--- config.mk ---
export PLATFORM = sky130hd
export DESIGN_NAME = joy_serial_scanner_flat
export DESIGN_NICKNAME = d
export VERILOG_FILES = /design/src/rtl/joy_serial_scanner_if.sv /design/src/rtl/joy_serial_scanner.sv /design/src/flat_wrapper.sv
export SDC_FILE = /design/constraint.sdc
export NUM_CORES = 1
export LEC_CHECK = 0
export BUFFER_PORTS_ARGS = -buffer_cell sky130_fd_sc_hd__buf_4
export CORE_ASPECT_RATIO = 0.7
export CORE_MARGIN = 3
export CORE_UTILIZATION = 55
export DETAILED_ROUTE_END_ITERATION = 7
export PLACE_DENSITY = 0.69
export RECOVER_POWER = 100
export SLEW_MARGIN = 15
export SYNTH_ARGS = -nofsm -noshare
export SYNTH_HDL_FRONTEND = slang
export SYNTH_SLANG_ARGS = --single-unit
export TNS_END_PERCENT = 5
--- constraint.sdc ---
create_clock -name clk -period 5.5 [get_ports clk]
set_input_delay 0.55 -clock clk [delete_from_list [all_inputs] [get_ports clk]]
set_output_delay 0.55 -clock clk [all_outputs]
set_load 0.02 [all_outputs]
--- src/rtl/joy_serial_scanner_if.sv ---
// Pin and result bundle between the serial joystick scanner and its consumer.
// The scanner drives the shift-register pins and the decoded player words.
interface joy_serial_scanner_if;
   localparam int unsigned JOY_W = 12;

   logic             joy_data_i;
   logic             joy_clk_o;
   logic             joy_load_o;
   logic [JOY_W-1:0] joy1_o;
   logic [JOY_W-1:0] joy2_o;
   logic             frame_done_o;
   logic             joy_upd_o;

   modport master (
      input  joy_data_i,
      output joy_clk_o,
      output joy_load_o,
      output joy1_o,
      output joy2_o,
      output frame_done_o,
      output joy_upd_o
   );

   modport slave (
      output joy_data_i,
      input  joy_clk_o,
      input  joy_load_o,
      input  joy1_o,
      input  joy2_o,
      input  frame_done_o,
      input  joy_upd_o
   );
endinterface

--- src/rtl/joy_serial_scanner.sv ---
// Scans an external serial joystick shift register and de-serialises each 26-slot frame
// into two double-buffered, optionally debounced, active-low 12-bit player words.
module joy_serial_scanner #(
   parameter int unsigned CLK_DIV  = 32,
   parameter int unsigned DEBOUNCE = 1
) (
   input  logic                 clk,
   input  logic                 reset,
   input  logic                 ena,
   joy_serial_scanner_if.master bus
);
   localparam int unsigned HALF      = CLK_DIV / 2;
   localparam int unsigned DIV_W     = (CLK_DIV > 2) ? $clog2(CLK_DIV) : 1;
   localparam int unsigned SLOT_W    = 5;
   localparam int unsigned LAST_SLOT = 25;
   localparam int unsigned FIRST_CAP = 2;
   localparam int unsigned JOY_W     = 12;
   localparam int unsigned FRAME_W   = 2 * JOY_W;

   logic [DIV_W-1:0]   div_cnt_q, div_cnt_d;
   logic [SLOT_W-1:0]  slot_q, slot_d;
   logic               joy_clk_q, joy_clk_d;
   logic               joy_load_q, joy_load_d;
   logic [FRAME_W-1:0] shadow_q, shadow_d;
   logic [FRAME_W-1:0] prev_q, prev_d;
   logic [FRAME_W-1:0] joy_q, joy_d;
   logic               done_q, done_d;
   logic               upd_q, upd_d;
   logic               tick_c;

   // Shadow bit (j1 in [11:0], j2 in [23:12]) written by each capture slot.
   function automatic logic [4:0] slot_bit(input logic [SLOT_W-1:0] s);
      logic [4:0] b;
      b = 5'd0;
      case (s)
         5'd2:  b = 5'd8;   5'd3:  b = 5'd6;
         5'd4:  b = 5'd5;   5'd5:  b = 5'd4;   5'd6:  b = 5'd3;
         5'd7:  b = 5'd2;   5'd8:  b = 5'd1;   5'd9:  b = 5'd0;
         5'd10: b = 5'd20;  5'd11: b = 5'd18;
         5'd12: b = 5'd17;  5'd13: b = 5'd16;  5'd14: b = 5'd15;
         5'd15: b = 5'd14;  5'd16: b = 5'd13;  5'd17: b = 5'd12;
         5'd18: b = 5'd22;  5'd19: b = 5'd23;  5'd20: b = 5'd21;
         5'd21: b = 5'd19;  5'd22: b = 5'd10;  5'd23: b = 5'd11;
         5'd24: b = 5'd9;   5'd25: b = 5'd7;
         default: b = 5'd0;
      endcase
      return b;
   endfunction

   assign tick_c = ena && (div_cnt_q == DIV_W'(HALF - 1));

   always_comb begin
      div_cnt_d  = div_cnt_q;
      slot_d     = slot_q;
      joy_clk_d  = joy_clk_q;
      joy_load_d = joy_load_q;
      shadow_d   = shadow_q;
      prev_d     = prev_q;
      joy_d      = joy_q;
      done_d     = 1'b0;
      upd_d      = 1'b0;

      if (!ena) begin
         div_cnt_d  = '0;
         slot_d     = '0;
         joy_clk_d  = 1'b0;
         joy_load_d = 1'b1;
         shadow_d   = '1;
      end else begin
         div_cnt_d = (div_cnt_q == DIV_W'(CLK_DIV - 1)) ? '0 : div_cnt_q + DIV_W'(1);
         joy_clk_d = (div_cnt_d >= DIV_W'(HALF));
         if (tick_c) begin
            slot_d     = (slot_q == SLOT_W'(LAST_SLOT)) ? '0 : slot_q + SLOT_W'(1);
            joy_load_d = (slot_d != '0);
            if (slot_q >= SLOT_W'(FIRST_CAP)) begin
               shadow_d[slot_bit(slot_q)] = bus.joy_data_i;
            end
            // Last capture: commit the whole frame at once on the next cycle.
            if (slot_q == SLOT_W'(LAST_SLOT)) begin
               done_d = 1'b1;
               prev_d = shadow_d;
               if ((DEBOUNCE == 0) || (shadow_d == prev_q)) begin
                  joy_d = shadow_d;
                  upd_d = 1'b1;
               end
            end
         end
      end
   end

   always_ff @(posedge clk or posedge reset) begin
      if (reset) begin
         div_cnt_q  <= '0;
         slot_q     <= '0;
         joy_clk_q  <= 1'b0;
         joy_load_q <= 1'b1;
         shadow_q   <= '1;
         prev_q     <= '1;
         joy_q      <= '1;
         done_q     <= 1'b0;
         upd_q      <= 1'b0;
      end else begin
         div_cnt_q  <= div_cnt_d;
         slot_q     <= slot_d;
         joy_clk_q  <= joy_clk_d;
         joy_load_q <= joy_load_d;
         shadow_q   <= shadow_d;
         prev_q     <= prev_d;
         joy_q      <= joy_d;
         done_q     <= done_d;
         upd_q      <= upd_d;
      end
   end

   assign bus.joy_clk_o    = joy_clk_q;
   assign bus.joy_load_o   = joy_load_q;
   assign bus.joy1_o       = joy_q[JOY_W-1:0];
   assign bus.joy2_o       = joy_q[FRAME_W-1:JOY_W];
   assign bus.frame_done_o = done_q;
   assign bus.joy_upd_o    = upd_q;
endmodule
--- src/flat_wrapper.sv ---
// flat-port wrapper written by rule: the top's interface ports become plain ports
module joy_serial_scanner_flat 
#(
   parameter int unsigned CLK_DIV  = 32,
   parameter int unsigned DEBOUNCE = 1
)
  (clk, reset, ena, bus_joy_data_i, bus_joy_clk_o, bus_joy_load_o, bus_joy1_o, bus_joy2_o, bus_frame_done_o, bus_joy_upd_o);
  joy_serial_scanner_if bus_i ();
  input  logic clk;
  input  logic reset;
  input  logic ena;
  input wire logic [$bits(bus_i.joy_data_i)-1:0] bus_joy_data_i;
  output wire logic [$bits(bus_i.joy_clk_o)-1:0] bus_joy_clk_o;
  output wire logic [$bits(bus_i.joy_load_o)-1:0] bus_joy_load_o;
  output wire logic [$bits(bus_i.joy1_o)-1:0] bus_joy1_o;
  output wire logic [$bits(bus_i.joy2_o)-1:0] bus_joy2_o;
  output wire logic [$bits(bus_i.frame_done_o)-1:0] bus_frame_done_o;
  output wire logic [$bits(bus_i.joy_upd_o)-1:0] bus_joy_upd_o;
  assign bus_i.joy_data_i = bus_joy_data_i;
  assign bus_joy_clk_o = bus_i.joy_clk_o;
  assign bus_joy_load_o = bus_i.joy_load_o;
  assign bus_joy1_o = bus_i.joy1_o;
  assign bus_joy2_o = bus_i.joy2_o;
  assign bus_frame_done_o = bus_i.frame_done_o;
  assign bus_joy_upd_o = bus_i.joy_upd_o;
  joy_serial_scanner #(.CLK_DIV(CLK_DIV), .DEBOUNCE(DEBOUNCE)) u_core (.clk(clk), .reset(reset), .ena(ena), .bus(bus_i));
endmodule
==> summary.txt, run 1 <==
Die
  – Die Y: 91.1 um
  – Die width: 128 um
  – # rows: 30
  – Die Area: 11600 um^2
  – I/O Pins: 32
  – Initial Util: 57.7%
  – Core area: 9870 um^2

Routing
  – Via density: 6.57
  – Drt pass-1 iters: 5
  – Antenna viol nets, final: 0
  – WL/cell: 22.3 um
  – Final wirelength: 16900 um
  – Vias: 4989
  – Drc violations: 0
  – Initial DRC count: 525

Critical path
  – R2R setup slack: 460 ps
  – Crit. End Element: flip-flop
  – Worst EP arrival: 5300 ps
  – Worst Setup Path Type: reg2reg
  – CP max FO: 24
  – Critical Path RT: 5760 ps
  – CP startpoint kind: flip-flop

Global route
  – First-pass GRT wire length: 26800 um
  – Total congestion overflow: 0
  – Largest net degree at the start of global routing: 51
  – Initial antenna violation count: 0
  – GRT Total Usage: 29.7%
  – Vias in the first global route: 4723

Logic synthesis
  – Post-Synthesis Cells: 612
  – Distinct cell type count after synthesis: 80
  – Post-synth EDFFs: 0
  – Top_reg_cell synth: dfstp_2
  – Register area share after synthesis: 39.0%
  – Flops & latches, synth: 85
  – Synth warnings: 0
  – Asr flop ratio synth: 100%
  – Syn_area_per_cell: 9.30 um^2
  – Synth Cell Area: 5690 um^2
  – Mapped Nets: 629

Pwr
  – Pleak: 2.44 nW
  – Sw frac: 24.1%
  – Power, Total: 1.26 mW
  – Internal power: 0.956 mW
  – Power Dens Cells: 205 nW/um^2
  – Sequential power share: 50.1%
  – Clk network pwr share: 47.3%
  – Maximum vdd ir drop: 178 uV
  – Net Switching: 0.304 mW
  – Logic gate share of total power: 2.7%

Clocking
  – Post-CTS Hold Fix Bufs: 0
  – CTS tree: yes
  – Reg clk slew, reported paths: 70 ps
  – Sink Count: 85
  – CTS resizes: 0
  – CTS H-tree lvls: 3
  – CTS Buf Count: 9
  – Root Driver: clkbuf_16
  – Max Root-Sink Buffers: 2
  – Post-CTS Setup Bufs: 0
  – Skew-Pair Late Insertion Delay: 340 ps

STA
  – Final Cycle Share: 91.6%
  – Setup TNS: 0 ps
  – RSZ-0062 raised after global routing: false
  – Final Hold Fails: 0
  – Max transition margin: -62.3%
  – Fin Clk Skew: 7.19 ps
  – Slew @ Worst Pin: 2430 ps
  – Slew Limit Fails: 139
  – Final setup viols: 0
  – FMAX: 198 MHz
  – Crit path time final: 5040 ps

Place
  – Gpl congestion: 1.03
  – Port Buffers: 31
  – Dpl hpwl: 12400 um

Finish
  – Diode count: 0
  – FILL cells: 865
  – Synth-to-layout area growth: 8.09%
  – Final #Nets: 643
  – Share of layout cells above drive strength 1: 18.7%

Status
  – Status: finished with violations
  – Failing checks: capacitance limit, slew limit

Run
  – Max cap viols: 3

Hold path
  – Hold WC Path Type: reg2reg
[worst max-delay path, stage by stage (launching register included)]
cell and delay (ps):
dfrtp_1 710, inv_1 140, ha_1 360, nand2b_1 170, mux4_2 520, nor4_4 610, nand3_1 170, mux2i_1 490
o2111ai_1 200, or4_1 600, nor4_4 290, buf_4 420, mux2i_1 260
[path summary, 6_finish.rpt]
path | endpoint | from | cells past startpoint
max reg2reg | u_core.joy_q[19] | u_core.slot_q[2] | 12
max | u_core.joy_q[19] | u_core.slot_q[2] | 12
min reg2reg | u_core.joy_q[12] | u_core.joy_q[12] | 2
max in group asynchronous | u_core.slot_q[3] | reset | 3
min | u_core.joy_q[12] | u_core.joy_q[12] | 2
min in group asynchronous | u_core.div_cnt_q[2] | reset | 2
[placed cells by master, fill, tap and decap left out, types with 12 or more instances in the layout]
cell type	count
clkbuf_1	32
dfrtp_1	12
dfstp_2	71
ha_1	13
inv_1	38
mux2i_1	49
nand2_1	71
nand2b_1	15
nand3_1	15
nor2_1	28
nor3_1	12
o21ai_0	49
o311ai_0	16
[synth_stat cells, types with 11 or more instances]
cell type	number	area (um^2)
nor4_1	11	68.8
nor3_1	12	60.1
nor2_1	28	105
mux2i_1	48	480
dfstp_2	73	1920
ha_1	13	163
nor2b_1	11	68.8
o311ai_0	16	140
nand2b_1	15	93.8
nand3_1	15	75.1
inv_1	39	146
dfrtp_1	12	300
clkbuf_1	25	93.8
o21ai_0	49	245
nand2_1	71	267
[logic make-up after synthesis]
| family | Yosys count | share of synthesized area, % |
|---|---|---|
| buffers and inverters | 78 | 5.71 |
| DFF | 85 | 39.0 |
| muxes | 50 | 9.23 |
| xor gates and xnor gates | 15 | 2.31 |
| and+or+nand+nor | 217 | 21.2 |
| adders and majority gates | 13 | 2.86 |
| AOI/OAI and AO/OA | 154 | 19.7 |
[registers in the layout, indices dropped and copies added, names as in the netlist]
name / count
u_core.slot_q: 5
u_core.joy_q: 24
u_core.shadow_q: 24
u_core.bus.joy_load_o: 1
u_core.prev_q: 24
u_core.bus.joy_upd_o: 1
u_core.bus.frame_done_o: 1
u_core.div_cnt_q: 5
[power by group through the flow]
| stage | combinational (mW) | sequential [mW] | clock, mW |
|---|---|---|---|
| after floorplan | 0.0227 | 0.640 | 0 |
| after global placement | 0.0338 | 0.640 | 0 |
| after detailed placement | 0.0345 | 0.640 | 0 |
| after CTS | 0.0346 | 0.631 | 0.608 |
| after global routing | 0.0374 | 0.631 | 0.631 |
| final | 0.0334 | 0.631 | 0.596 |
[layer usage]
layer	vias up	GRT usage, %	wire length (um)
met3	27	10.1	1870
met4	0	7.33	283
met5	-	0	0
li1	2282	-	-
met1	2426	45.6	7990
met2	254	39.5	6790
[stage by stage]
step / util, % / hold WS, ps / area (um^2) / setup WS, ps / std cells
2_1_floorplan: - / 432 / 5690 / 1070 / 612
3_3_place_gp: 60.8 / 443 / 6000 / 814 / 743
3_5_place_dp: 60.8 / 454 / 6000 / 649 / 743
4_1_cts: 63.8 / 293 / 6290 / 627 / 759
5_1_grt: 62.3 / 484 / 6150 / 166 / 759
6_report: 62.3 / 465 / 6150 / 461 / 759
[final cells by class]
class / instances / area [um^2] / area share [%]
multi-input cells: 449 / 3140 / 50.9
inverters: 39 / 148 / 2.40
repair buffers: 42 / 199 / 3.23
well taps: 128 / 160 / 2.60
flip-flops and latches: 85 / 2220 / 36.0
clock buffers: 10 / 229 / 3.72
clock inverters: 6 / 65.1 / 1.06
Power figures use the tool's default switching activity.
==> run 2, diff against run 1 <==
CTS_BUF_LIST = sky130_fd_sc_hd__clkbuf_16   (was default)
==> summary.txt, run 2 (synthesis gave the netlist of run 1 again) <==
Status
  – Status: finished with violations
  – Failing checks: capacitance limit, slew limit

Pwr
  – Power Dens Cells: 205 nW/um^2
  – Maximum vdd ir drop: 179 uV
  – Pleak: 2.45 nW

STA
  – RSZ-0062 raised after global routing: false
  – Final setup viols: 0
  – Slew @ Worst Pin: 2440 ps
  – Max transition margin: -62.6%
  – Crit path time final: 5060 ps
  – Fin Clk Skew: 7.39 ps
  – Setup TNS: 0 ps
  – Final Hold Fails: 0
  – Slew Limit Fails: 139
  – FMAX: 198 MHz
  – Final Cycle Share: 92.0%

Global route
  – Total congestion overflow: 0
  – Largest net degree at the start of global routing: 51
  – GRT Total Usage: 29.7%
  – First-pass GRT wire length: 26800 um
  – Initial antenna violation count: 0
  – Vias in the first global route: 4723

Clocking
  – Post-CTS Hold Fix Bufs: 0
  – CTS H-tree lvls: 3
  – Sink Count: 85
  – Max Root-Sink Buffers: 2
  – Reg clk slew, reported paths: 70 ps
  – Post-CTS Setup Bufs: 0
  – CTS tree: yes
  – Root Driver: clkbuf_16
  – CTS Buf Count: 9
  – Skew-Pair Late Insertion Delay: 340 ps
  – CTS resizes: 0

Place
  – Port Buffers: 31
  – Gpl congestion: 1.03
  – Dpl hpwl: 12400 um
  – Post-Place Cells: 743

Routing
  – Initial DRC count: 526
  – Antenna viol nets, final: 0
  – Drt pass-1 iters: 6
  – Final wirelength: 16900 um
  – Via density: 6.54
  – WL/cell: 22.3 um
  – Vias: 4966
  – Drc violations: 0

Critical path
  – R2r worst-path depth: 12
  – CP max FO: 24
  – CP startpoint kind: flip-flop
  – Crit. End Element: flip-flop
  – Cell family contributing the most delay on the critical path: simple AND/OR/NAND/NOR gates
  – R2R setup slack: 440 ps
  – Critical Path RT: 5760 ps
  – Worst path cell trace: inv_1, ha_1, nand2b_1, mux4_2, nor4_4, nand3_1, mux2i_1, o2111ai_1, or4_1, nor4_4, buf_4, mux2i_1
  – Worst Setup Path Type: reg2reg
  – Cell count along the critical path: 12
  – CP bufs+invs: 2
  – Critical path's largest stage delay: 710 ps
  – Worst EP arrival: 5320 ps
  – Worst path slowest cell: dfrtp_1

Finish
  – Largest regs: u_core.joy_q: 24 flops, u_core.prev_q: 24 flops, u_core.shadow_q: 24 flops
  – Share of layout cells above drive strength 1: 18.7%
  – Synth-to-layout area growth: 8.09%
  – Commonest non-fill, non-tap cells in the layout: 71 x nand2_1, 71 x dfstp_2, 49 x o21ai_0, 49 x mux2i_1, 39 x inv_1
  – Non-Filler Instances: 759
  – Final #Nets: 643
  – Diode count: 0

Hold path
  – Hold Crit Depth: 2
  – Hold WC Path Type: reg2reg

Die
  – Die width: 128 um
  – Core area: 9870 um^2
  – Die Y: 91.1 um
  – Initial Util: 57.7%
  – Die Area: 11600 um^2
  – I/O Pins: 32
  – # rows: 30

Run
  – Max cap viols: 3
[run 2: routing by layer]
metal	GRT usage, %	share of wire [%]	vias to the layer above
met5	0	0	-
met1	45.6	47	2393
met2	39.5	40	260
met4	7.33	1.7	0
li1	-	-	2282
met3	10.1	11	31
[run 2: path summary, 6_finish.rpt]
check	from	to
setup reg to reg	u_core.slot_q[2]	u_core.joy_q[19]
hold / removal	u_core.joy_q[12]	u_core.joy_q[12]
setup / recovery	u_core.slot_q[2]	u_core.joy_q[19]
max in group asynchronous	reset	u_core.slot_q[3]
min in group asynchronous	reset	u_core.div_cnt_q[2]
hold reg to reg	u_core.joy_q[12]	u_core.joy_q[12]
[run 2: metrics by stage]
stage | instance area (um^2) | total power, mW | hold slack, ps | setup slack, ps | util, %
finish | 6150 | 1.26 | 465 | 442 | 62.3
global route | 6150 | 1.30 | 484 | 166 | 62.3
CTS | 6290 | 1.27 | 293 | 627 | 63.8
detailed placement | 6000 | 0.675 | 454 | 649 | 60.8
global placement | 6000 | 0.674 | 443 | 814 | 60.8
floorplan | 5690 | 0.663 | 432 | 1070 | -
[run 2: layout make-up]
class	instances	area [um^2]
clock buffers	9	225
clock inverters	7	68.8
fillers	865	3720
inverters	39	148
multi-input cells	449	3140
flip-flops and latches	85	2220
well taps	128	160
repair buffers	42	199
[run 2: worst min-delay path: cells and delay by family, from the launching register on]
kind / cells / cell delay (ps)
buffers and inverters: 1 / 40
DFF: 1 / 370
muxes: 1 / 50
[run 2: power breakdown]
| group | total, mW | internal (mW) | switching (mW) |
|---|---|---|---|
| logic | 0.0335 | 0.00578 | 0.0277 |
| clock network | 0.596 | 0.319 | 0.277 |
| registers | 0.631 | 0.629 | 0.00124 |
==> run 3, diff against run 2 <==
ABC_AREA = 1   (was default)
CORE_MARGIN = 5   (was 3)
==> summary.txt, run 3 <==
Status
  – Status: finished with violations
  – Failing checks: capacitance limit, slew limit

Finish
  – Diode count: 0
  – Largest regs: u_core.joy_q: 24 flops, u_core.prev_q: 24 flops, u_core.shadow_q: 24 flops
  – Final #Nets: 711
  – Most common cell after layout, fill and taps aside: nand2_1
  – Commonest non-fill, non-tap cells in the layout: 261 x nand2_1, 90 x inv_1, 73 x dfstp_2
  – Share of layout cells above drive strength 1: 17.8%
  – Synth-to-layout area growth: 7.82%

STA
  – Fin Clk Skew: 7.61 ps
  – Worst setup margin: 1210 ps
  – Final Cycle Share: 77.9%
  – RSZ-0062 raised after global routing: false
  – Final setup viols: 0
  – FMAX: 233 MHz
  – Crit path time final: 4290 ps
  – Hold Worst Slack: 418 ps
  – Setup TNS: 0 ps
  – Max transition margin: -29.4%
  – Final Hold Fails: 0
  – Slew Limit Fails: 76
  – Slew @ Worst Pin: 1940 ps

Pwr
  – Power, Total: 1.19 mW
  – Sequential power share: 53.1%
  – Sw frac: 21.6%
  – Clk network pwr share: 44.5%
  – Pleak: 2.52 nW
  – Logic gate share of total power: 2.3%
  – Maximum vdd ir drop: 151 uV
  – Net Switching: 0.257 mW
  – Power Dens Cells: 219 nW/um^2
  – Internal power: 0.931 mW

Global route
  – Vias in the first global route: 3886
  – Largest net degree at the start of global routing: 86
  – GRT Total Usage: 21.3%
  – Total congestion overflow: 0
  – Initial antenna violation count: 0
  – First-pass GRT wire length: 19400 um

Die
  – Initial Util: 56.0%
  – I/O Pins: 32
  – Core area: 9000 um^2
  – Die width: 124 um
  – # rows: 29
  – Die Area: 11200 um^2
  – Die Y: 90.1 um

Routing
  – Via density: 5.17
  – Final wirelength: 11700 um
  – Drt pass-1 iters: 6
  – Initial DRC count: 415
  – Drc violations: 0
  – Antenna viol nets, final: 0
  – Vias: 4250
  – WL/cell: 14.2 um

Hold path
  – Hold Crit Depth: 3
  – Hold WC Path Type: in2reg

Place
  – Gpl congestion: 0.850
  – Pre-CTS setup slack: 1990 ps
  – Port Buffers: 31
  – Dpl hpwl: 7960 um

Critical path
  – R2r worst-path depth: 15
  – Worst EP arrival: 4560 ps
  – Crit. End Element: flip-flop
  – CP startpoint kind: flip-flop
  – CP max FO: 47
  – Critical Path RT: 5780 ps
  – Worst Setup Path Type: reg2reg
  – R2R setup slack: 1210 ps

Logic synthesis
  – Asr flop ratio synth: 100%
  – Post-synth top area share: 38.1%
  – Synth warnings: 0
  – Top_reg_cell synth: dfstp_2
  – Distinct cell type count after synthesis: 30
  – Most numerous cell in the Yosys netlist: nand2_1
  – Synth top area cells: dfstp_2 38%, nand2_1 19%, inv_1 6.6%
  – Post-synth top cells: 258 x nand2_1, 88 x inv_1, 73 x dfstp_2
  – Mapped Nets: 685
  – Syn_area_per_cell: 7.54 um^2
  – Post-synth EDFFs: 0
  – Register area share after synthesis: 44.0%
  – Post-Synthesis Cells: 668
  – Flops & latches, synth: 85
  – Synth Cell Area: 5040 um^2
  – Top cell type by total area after synthesis: dfstp_2

Clocking
  – Max Root-Sink Buffers: 2
  – CTS resizes: 0
  – Sink Count: 85
  – Reg clk slew, reported paths: 60 ps
  – CTS H-tree lvls: 3
  – Skew-Pair Late Insertion Delay: 340 ps
  – Post-CTS Setup Bufs: 0
  – Post-CTS Hold Fix Bufs: 0
  – CTS Buf Count: 9
  – Root Driver: clkbuf_16
  – CTS tree: yes

Run
  – Max cap viols: 2
## run 3: cell count changes in the layout (fill, tap and decap cells not counted), sizes merged, moves of 9 or more
cell / before / now
mux2i: 49 / 0
o21ai: 52 / 30
nor2b: 11 / 0
o211ai: 9 / 0
nand2b: 16 / 0
inv: 43 / 92
nor4: 15 / 0
nand2: 71 / 278
nand3: 15 / 60
nor3: 13 / 0
a22oi: 5 / 24
o311ai: 16 / 0
nor2: 28 / 41
## run 3: per-layer routing
metal | GRT usage, % | vias up | routed length, um
met5 | 0 | - | 0
met4 | 5.02 | 0 | 75
met3 | 5.15 | 7 | 811
met2 | 30.8 | 131 | 5050
met1 | 31.9 | 1971 | 5710
li1 | - | 2141 | -
## run 3: final timing paths
path | start | end
worst min-delay path | ena | u_core.div_cnt_q[1]
min in group asynchronous | reset | u_core.bus.joy_upd_o
worst max register to register | u_core.slot_q[1] | u_core.joy_q[9]
worst min register to register | u_core.joy_q[14] | u_core.joy_q[14]
worst max-delay path | u_core.slot_q[1] | u_core.joy_q[9]
max in group asynchronous | reset | u_core.prev_q[11]
## run 3: layout make-up
type | count | area [um^2]
clock buffer | 9 | 225
clock inverter | 6 | 25.0
fill | 882 | 3560
inverter | 91 | 345
multi-input combinational | 472 | 2300
sequential | 85 | 2220
tap | 124 | 155
timing repair buffer | 35 | 166
## run 3: metrics by stage
stage / utilization (%) / std cells / area (um^2)
floorplan: - / 668 / 5040
global placement: 59.1 / 806 / 5320
detailed placement: 59.1 / 806 / 5320
CTS: 61.9 / 821 / 5570
global route: 60.4 / 822 / 5430
finish: 60.4 / 822 / 5430
## run 3: worst max-delay path: stages, from the launching register on
cell      delay (ps)
dfrtp_1          460
inv_1            300
ha_1             230
nand2_1          100
nor2_1           230
inv_1            100
nor2_1           350
inv_1             70
clkbuf_1         760
o21ai_0          430
nand2_1           90
nor2_1           210
nand3_2          120
nor2_4           520
nand2_1          120
nand2_1          100
## run 3: cell families after synthesis
kind of cell               share of synthesized area (%)
buffers and inverters                               9.43
AOI/OAI and AO/OA                                   7.82
adders and majority gates                           3.23
and+or+nand+nor                                     35.2
DFF                                                 44.0
xor gates and xnor gates                           0.348
## run 3: power by group through the flow
stage	Sequential [mW]	Clock, mW	Combinational, mW
2_1_floorplan	0.640	0	0.0167
3_3_place_gp	0.640	0	0.0263
3_5_place_dp	0.640	0	0.0266
4_1_cts	0.631	0.543	0.0267
5_1_grt	0.631	0.569	0.0316
6_report	0.631	0.529	0.0276
